File: config.mk
export PLATFORM = sky130hd
export DESIGN_NAME = ncpu32k_bpu_upd_sched_flat
export DESIGN_NICKNAME = d
export VERILOG_FILES = /design/src/rtl/ncpu32k_bpu_upd_sched_if.sv /design/src/rtl/ncpu32k_bpu_upd_sched.sv /design/src/flat_wrapper.sv
export SDC_FILE = /design/constraint.sdc
export NUM_CORES = 1
export LEC_CHECK = 0
export ABC_AREA = 0
export CORE_AREA = 4 4 154 156
export DETAILED_ROUTE_END_ITERATION = 6
export DIE_AREA = 0 0 158 160
export GPL_TIMING_DRIVEN = 0
export PLACE_DENSITY = 0.77
export REMOVE_ABC_BUFFERS = 1
export SLEW_MARGIN = 20
export SYNTH_ARGS = -nofsm -noshare
export SYNTH_HDL_FRONTEND = slang
export SYNTH_SLANG_ARGS = --single-unit
File: constraint.sdc
create_clock -name clk -period 2.2 [get_ports clk]
set_clock_uncertainty 0.05 [all_clocks]
set_input_delay 0.44 -clock clk [delete_from_list [all_inputs] [get_ports clk]]
set_output_delay 0.44 -clock clk [all_outputs]
set_load 0.02 [all_outputs]
File: src/rtl/ncpu32k_bpu_upd_sched_if.sv
// Bundle between resolved-branch requesters, the update scheduler and the predictor write port.
// Master = requester/predictor side, slave = scheduler.
`ifndef NCPU_AW
`define NCPU_AW 32
`endif

interface ncpu32k_bpu_upd_sched_if #(
  parameter int DEPTH = 4,
  parameter int PCW   = `NCPU_AW-2
);
  localparam int CW = $clog2(DEPTH) + 1;

  logic           req0_valid, req1_valid;
  logic           req0_ready, req1_ready;
  logic [PCW-1:0] req0_pc,    req1_pc;
  logic           req0_taken, req1_taken;
  logic [PCW-1:0] req0_tgt,   req1_tgt;
  logic           flush;
  logic           bpu_wb;
  logic           bpu_wb_ready;
  logic [PCW-1:0] bpu_wb_insn_pc;
  logic           bpu_wb_taken;
  logic [PCW-1:0] bpu_wb_tgt;
  logic [CW-1:0]  upd_count;

  modport master (
    output req0_valid, req1_valid, req0_pc, req1_pc, req0_taken, req1_taken,
           req0_tgt, req1_tgt, flush, bpu_wb_ready,
    input  req0_ready, req1_ready, bpu_wb, bpu_wb_insn_pc, bpu_wb_taken,
           bpu_wb_tgt, upd_count
  );

  modport slave (
    input  req0_valid, req1_valid, req0_pc, req1_pc, req0_taken, req1_taken,
           req0_tgt, req1_tgt, flush, bpu_wb_ready,
    output req0_ready, req1_ready, bpu_wb, bpu_wb_insn_pc, bpu_wb_taken,
           bpu_wb_tgt, upd_count
  );
endinterface

File: src/rtl/ncpu32k_bpu_upd_sched.sv
// Two-requester branch-predictor update scheduler: round-robin arbitration into a
// small in-order FIFO that drains to the predictor write port.
module ncpu32k_bpu_upd_sched #(
  parameter int DEPTH = 4,
  parameter int PCW   = `NCPU_AW-2
) (
  input logic                     clk,
  input logic                     rst,
  ncpu32k_bpu_upd_sched_if.slave  u
);
  localparam int AW = $clog2(DEPTH);
  localparam logic [AW:0] FULL_CNT = (AW+1)'(DEPTH);

  typedef struct packed {
    logic [PCW-1:0] pc;
    logic           taken;
    logic [PCW-1:0] tgt;
  } ent_t;

  ent_t          mem_q [DEPTH];
  logic [AW-1:0] wptr_q, wptr_d, rptr_q, rptr_d;
  logic [AW:0]   cnt_q, cnt_d;
  logic          rr_q, rr_d;
  logic          acc, gnt0, gnt1, push, pop, wb;
  ent_t          wr_ent;

  always_comb begin
    acc    = (cnt_q != FULL_CNT) && !u.flush;
    gnt0   = acc && u.req0_valid && (!u.req1_valid || !rr_q);
    gnt1   = acc && u.req1_valid && (!u.req0_valid ||  rr_q);
    push   = gnt0 || gnt1;
    wb     = (cnt_q != '0) && !u.flush;
    pop    = wb && u.bpu_wb_ready;
    wr_ent = gnt1 ? '{pc: u.req1_pc, taken: u.req1_taken, tgt: u.req1_tgt}
                  : '{pc: u.req0_pc, taken: u.req0_taken, tgt: u.req0_tgt};

    wptr_d = push ? wptr_q + AW'(1) : wptr_q;
    rptr_d = pop  ? rptr_q + AW'(1) : rptr_q;
    // Pointer always ends up on the requester that lost (or was absent).
    rr_d   = push ? gnt0 : rr_q;
    unique case ({push, pop})
      2'b10:   cnt_d = cnt_q + (AW+1)'(1);
      2'b01:   cnt_d = cnt_q - (AW+1)'(1);
      default: cnt_d = cnt_q;
    endcase
    if (u.flush) begin
      wptr_d = '0;
      rptr_d = '0;
      cnt_d  = '0;
    end
  end

  always_ff @(posedge clk) begin
    if (rst) begin
      wptr_q <= '0;
      rptr_q <= '0;
      cnt_q  <= '0;
      rr_q   <= 1'b0;
    end else begin
      wptr_q <= wptr_d;
      rptr_q <= rptr_d;
      cnt_q  <= cnt_d;
      rr_q   <= rr_d;
    end
  end

  // Storage is deliberately unreset; upd_count alone qualifies it.
  always_ff @(posedge clk) begin
    if (push) mem_q[wptr_q] <= wr_ent;
  end

  assign u.req0_ready     = gnt0;
  assign u.req1_ready     = gnt1;
  assign u.bpu_wb         = wb;
  assign u.bpu_wb_insn_pc = mem_q[rptr_q].pc;
  assign u.bpu_wb_taken   = mem_q[rptr_q].taken;
  assign u.bpu_wb_tgt     = mem_q[rptr_q].tgt;
  assign u.upd_count      = cnt_q;
endmodule

File: src/flat_wrapper.sv
// flat-port wrapper written by rule: the top's interface ports become plain ports
module ncpu32k_bpu_upd_sched_flat 
#(
  parameter int DEPTH = 4,
  parameter int PCW   = `NCPU_AW-2
)
  (clk, rst, u_req0_valid, u_req1_valid, u_req0_pc, u_req1_pc, u_req0_taken, u_req1_taken, u_req0_tgt, u_req1_tgt, u_flush, u_bpu_wb_ready, u_req0_ready, u_req1_ready, u_bpu_wb, u_bpu_wb_insn_pc, u_bpu_wb_taken, u_bpu_wb_tgt, u_upd_count);
  ncpu32k_bpu_upd_sched_if #(.DEPTH(DEPTH), .PCW(PCW)) u_i ();
  input logic clk;
  input logic rst;
  input wire logic [$bits(u_i.req0_valid)-1:0] u_req0_valid;
  input wire logic [$bits(u_i.req1_valid)-1:0] u_req1_valid;
  input wire logic [$bits(u_i.req0_pc)-1:0] u_req0_pc;
  input wire logic [$bits(u_i.req1_pc)-1:0] u_req1_pc;
  input wire logic [$bits(u_i.req0_taken)-1:0] u_req0_taken;
  input wire logic [$bits(u_i.req1_taken)-1:0] u_req1_taken;
  input wire logic [$bits(u_i.req0_tgt)-1:0] u_req0_tgt;
  input wire logic [$bits(u_i.req1_tgt)-1:0] u_req1_tgt;
  input wire logic [$bits(u_i.flush)-1:0] u_flush;
  input wire logic [$bits(u_i.bpu_wb_ready)-1:0] u_bpu_wb_ready;
  output wire logic [$bits(u_i.req0_ready)-1:0] u_req0_ready;
  output wire logic [$bits(u_i.req1_ready)-1:0] u_req1_ready;
  output wire logic [$bits(u_i.bpu_wb)-1:0] u_bpu_wb;
  output wire logic [$bits(u_i.bpu_wb_insn_pc)-1:0] u_bpu_wb_insn_pc;
  output wire logic [$bits(u_i.bpu_wb_taken)-1:0] u_bpu_wb_taken;
  output wire logic [$bits(u_i.bpu_wb_tgt)-1:0] u_bpu_wb_tgt;
  output wire logic [$bits(u_i.upd_count)-1:0] u_upd_count;
  assign u_i.req0_valid = u_req0_valid;
  assign u_i.req1_valid = u_req1_valid;
  assign u_i.req0_pc = u_req0_pc;
  assign u_i.req1_pc = u_req1_pc;
  assign u_i.req0_taken = u_req0_taken;
  assign u_i.req1_taken = u_req1_taken;
  assign u_i.req0_tgt = u_req0_tgt;
  assign u_i.req1_tgt = u_req1_tgt;
  assign u_i.flush = u_flush;
  assign u_i.bpu_wb_ready = u_bpu_wb_ready;
  assign u_req0_ready = u_i.req0_ready;
  assign u_req1_ready = u_i.req1_ready;
  assign u_bpu_wb = u_i.bpu_wb;
  assign u_bpu_wb_insn_pc = u_i.bpu_wb_insn_pc;
  assign u_bpu_wb_taken = u_i.bpu_wb_taken;
  assign u_bpu_wb_tgt = u_i.bpu_wb_tgt;
  assign u_upd_count = u_i.upd_count;
  ncpu32k_bpu_upd_sched #(.DEPTH(DEPTH), .PCW(PCW)) u_core (.clk(clk), .rst(rst), .u(u_i));
endmodule
==> metrics.cfg <==
[route]
drtIter0Drc = 264
vias_per_cell = 5.37
wl_met3_um = 1480
wl_met2_um = 11400
wire_per_inst_um = 21.9
first_pass_iters = 4
drc = 0
via_count = 5434
routed_wl_um = 22200
wl_met1_um = 8830
top_layer = met4
antenna_left = 0

[timing]
rsz0062_at_grt = true
tightest_slew_ps = 555
holdWs_ps = 467
hold_viol = 0
drv_slew = 0
fin_crit_ps = 2410
slew_headroom_pct = 63.0
post-route-period-util_pct = 110
fmax_mhz = 415
setup-violations-final = 65
timing.final.ws_setup_ps = -211

[clock_network]
cts_buffers = 26
htreeDepth = 1
clockRootBuffer = clkbuf_16
cts_tree = built
hold_buffers = 0
cts.sinks = 254
clkTransAtPathRegs_ps = 60
clk_path_buf_depth = 3
clock_latency_ps = 520

[pwr]
fin_total_pwr_uw = 10700
irDropWorstVdd_uv = 487
power-per-cell-area_nw_per_um2 = 758
switching_share_pct = 20.4
combPwrFrac_pct = 10.0
p_int_uw = 8550
seqPwrFrac_pct = 51.1
power.net_switching_uw = 2180
p_clk_share_pct = 38.9
power.leakage_uw = 0.00490

[floorplan]
start_util_pct = 46.5
io_pins = 195
core-area_um2 = 22400
dieArea_um2 = 25300
die_h_um = 160
dieWidth_um = 158
num_rows = 55

[min_path]
hp-class = reg2reg

[global_routing]
grt_pass1_vias = 5818
grtUsageTotal_pct = 16.6
gr-total-overflow = 0
grt_pass1_wl_um = 32400
grt_antenna_before_repair = 0
grt_max_degree = 38

[final_layout]
seq_area_um2 = 7540
finalInstanceArea_um2 = 14200
nets = 842
area_growth_pct = 36.3
n_antenna_cell = 0
multi_input_area_um2 = 2730
drive_above_1_share_pct = 41.3
final.fill_count = 1524

[yosys]
ys_seq_area_share_pct = 72.4
synth_flop_cell = edfxtp_1
syn_area_um2 = 10400
async_reset_ff_share_pct = 0
ys_seq_elements = 254
synth_edf_count = 244
synth_area_per_cell_um2 = 22.9
yosysWarningCount = 0
synth.distinct_cells = 33
synthCells = 453

[setup_path]
worstPathArrival_ps = 1920
crit_fanout = 7
cp-start-kind = register
end_kind = output pin
required_ps = 1710
crit_type = reg2out

[placed_design]
hpwl_um = 12200
portBuffers = 194
dpl_cell_area_um2 = 12700
gp_congestion = 0.754

[flow_run]
maxCapViolCount = 0

[outcome]
status = complete, but fails checks
violations = setup timing

routing by layer:
| layer | up-vias | global-route usage, % |
|---|---|---|
| li1 | 2408 | - |
| met1 | 2789 | 21.8 |
| met2 | 205 | 28.7 |
| met3 | 32 | 3.41 |
| met4 | 0 | 3.99 |
| met5 | - | 0 |
power by group through the flow:
stage | Combinational (uW) | Clock [uW] | Sequential (uW)
2_1_floorplan | 494 | 0 | 5590
3_3_place_gp | 966 | 0 | 5590
3_5_place_dp | 995 | 0 | 5590
4_1_cts | 1020 | 4260 | 5490
5_1_grt | 1140 | 4480 | 5490
6_report | 1070 | 4170 | 5490
sequential cells by signal, summed over array words and instances, names as in the netlist, named ones only:
signal / count
u_core.rr_q: 1
u_core.wptr_q: 2
u_core.mem_q: 244
u_core.rptr_q: 2
u_core.u.upd_count: 3
critical path, stage by stage (launching register included):
cell	delay [ps]
dfxtp_4	420
buf_8	150
buf_16	150
mux4_2	510
buf_6	160
repair_timing:
item / CTS / global route
setup endpoints to repair: 210 / 68
resized for setup: 354 / 60
endpoints found under the hold margin: 0 / 0
cloned: 4 / 1
setup buffers: 20 / 26
pin swaps: 3 / 4
cell usage in the layout, fill, tap and decap left out, types with 5 or more instances in the layout:
master,n
clkinv_2,5
buf_12,12
buf_2,7
clkdlybuf4s50_1,126
dfxtp_1,5
clkbuf_16,28
mux4_2,61
edfxtp_1,244
nor2_1,6
clkbuf_1,8
mux2_4,59
inv_1,5
buf_6,63
buf_4,26
worst paths after layout:
check	cells after the start	slack, ps	endpoint	start
setup / recovery	4	-210	u_bpu_wb_tgt[1]	register
hold / removal	2	470	register	u_core.rptr_q[0]
setup reg to reg	10	-130	u_core.u.upd_count[2]	u_core.u.upd_count[0]
hold reg to reg	2	470	register	u_core.rptr_q[0]
kinds of logic (layout without fill, tap and decap cells):
kind of cell,after synthesis,in the layout,synth area share [%]
AO/OA/AOI/OAI,12,13,0.795
flip-flops,254,254,72.4
buffers and inverters,31,304,2.28
multiplexers,124,124,22.2
adder cells (fa/ha/maj),6,6,0.795
XOR/XNOR,2,2,0.169
AND/OR/NAND/NOR,24,24,1.36
cells in the mapped netlist, types with 2 or more instances:
master,instances,area (um^2)
o21ai_0,3,15.0
mux2i_1,2,20.0
buf_6,2,22.5
buf_2,6,30.0
nor3b_1,2,15.0
xor2_1,2,17.5
or3_1,3,18.8
mux2_2,2,22.5
edfxtp_1,244,7330
nor2_1,6,22.5
clkbuf_1,9,33.8
mux2_4,59,886
inv_1,8,30.0
mux4_2,61,1370
ha_1,5,62.6
nand4_1,2,12.5
nand2_1,2,7.51
a21oi_1,3,15.0
dfxtp_1,10,200
buf_12,6,120
and3_2,4,30.0
through the flow:
| stage | setup TNS (ps) | std cells | utilization [%] | worst slack [ps] |
|---|---|---|---|---|
| floorplan | -502820 | 430 | - | -1770 |
| global placement | -1060820 | 909 | 55.8 | -3290 |
| detailed placement | -223160 | 916 | 56.6 | -1050 |
| CTS | -12540 | 987 | 61.7 | -320 |
| global route | -14870 | 1012 | 63.3 | -275 |
| finish | -10840 | 1012 | 63.3 | -211 |
final cells by class:
cell class | count | share of cell area [%]
timing repair buffer | 249 | 19.0
multi-input combinational | 169 | 19.3
inverter | 8 | 0.212
clock buffer | 35 | 4.98
sequential | 254 | 53.3
tap | 285 | 2.52
clock inverter | 12 | 0.768
Note: power is estimated with default switching activity, not from simulation.
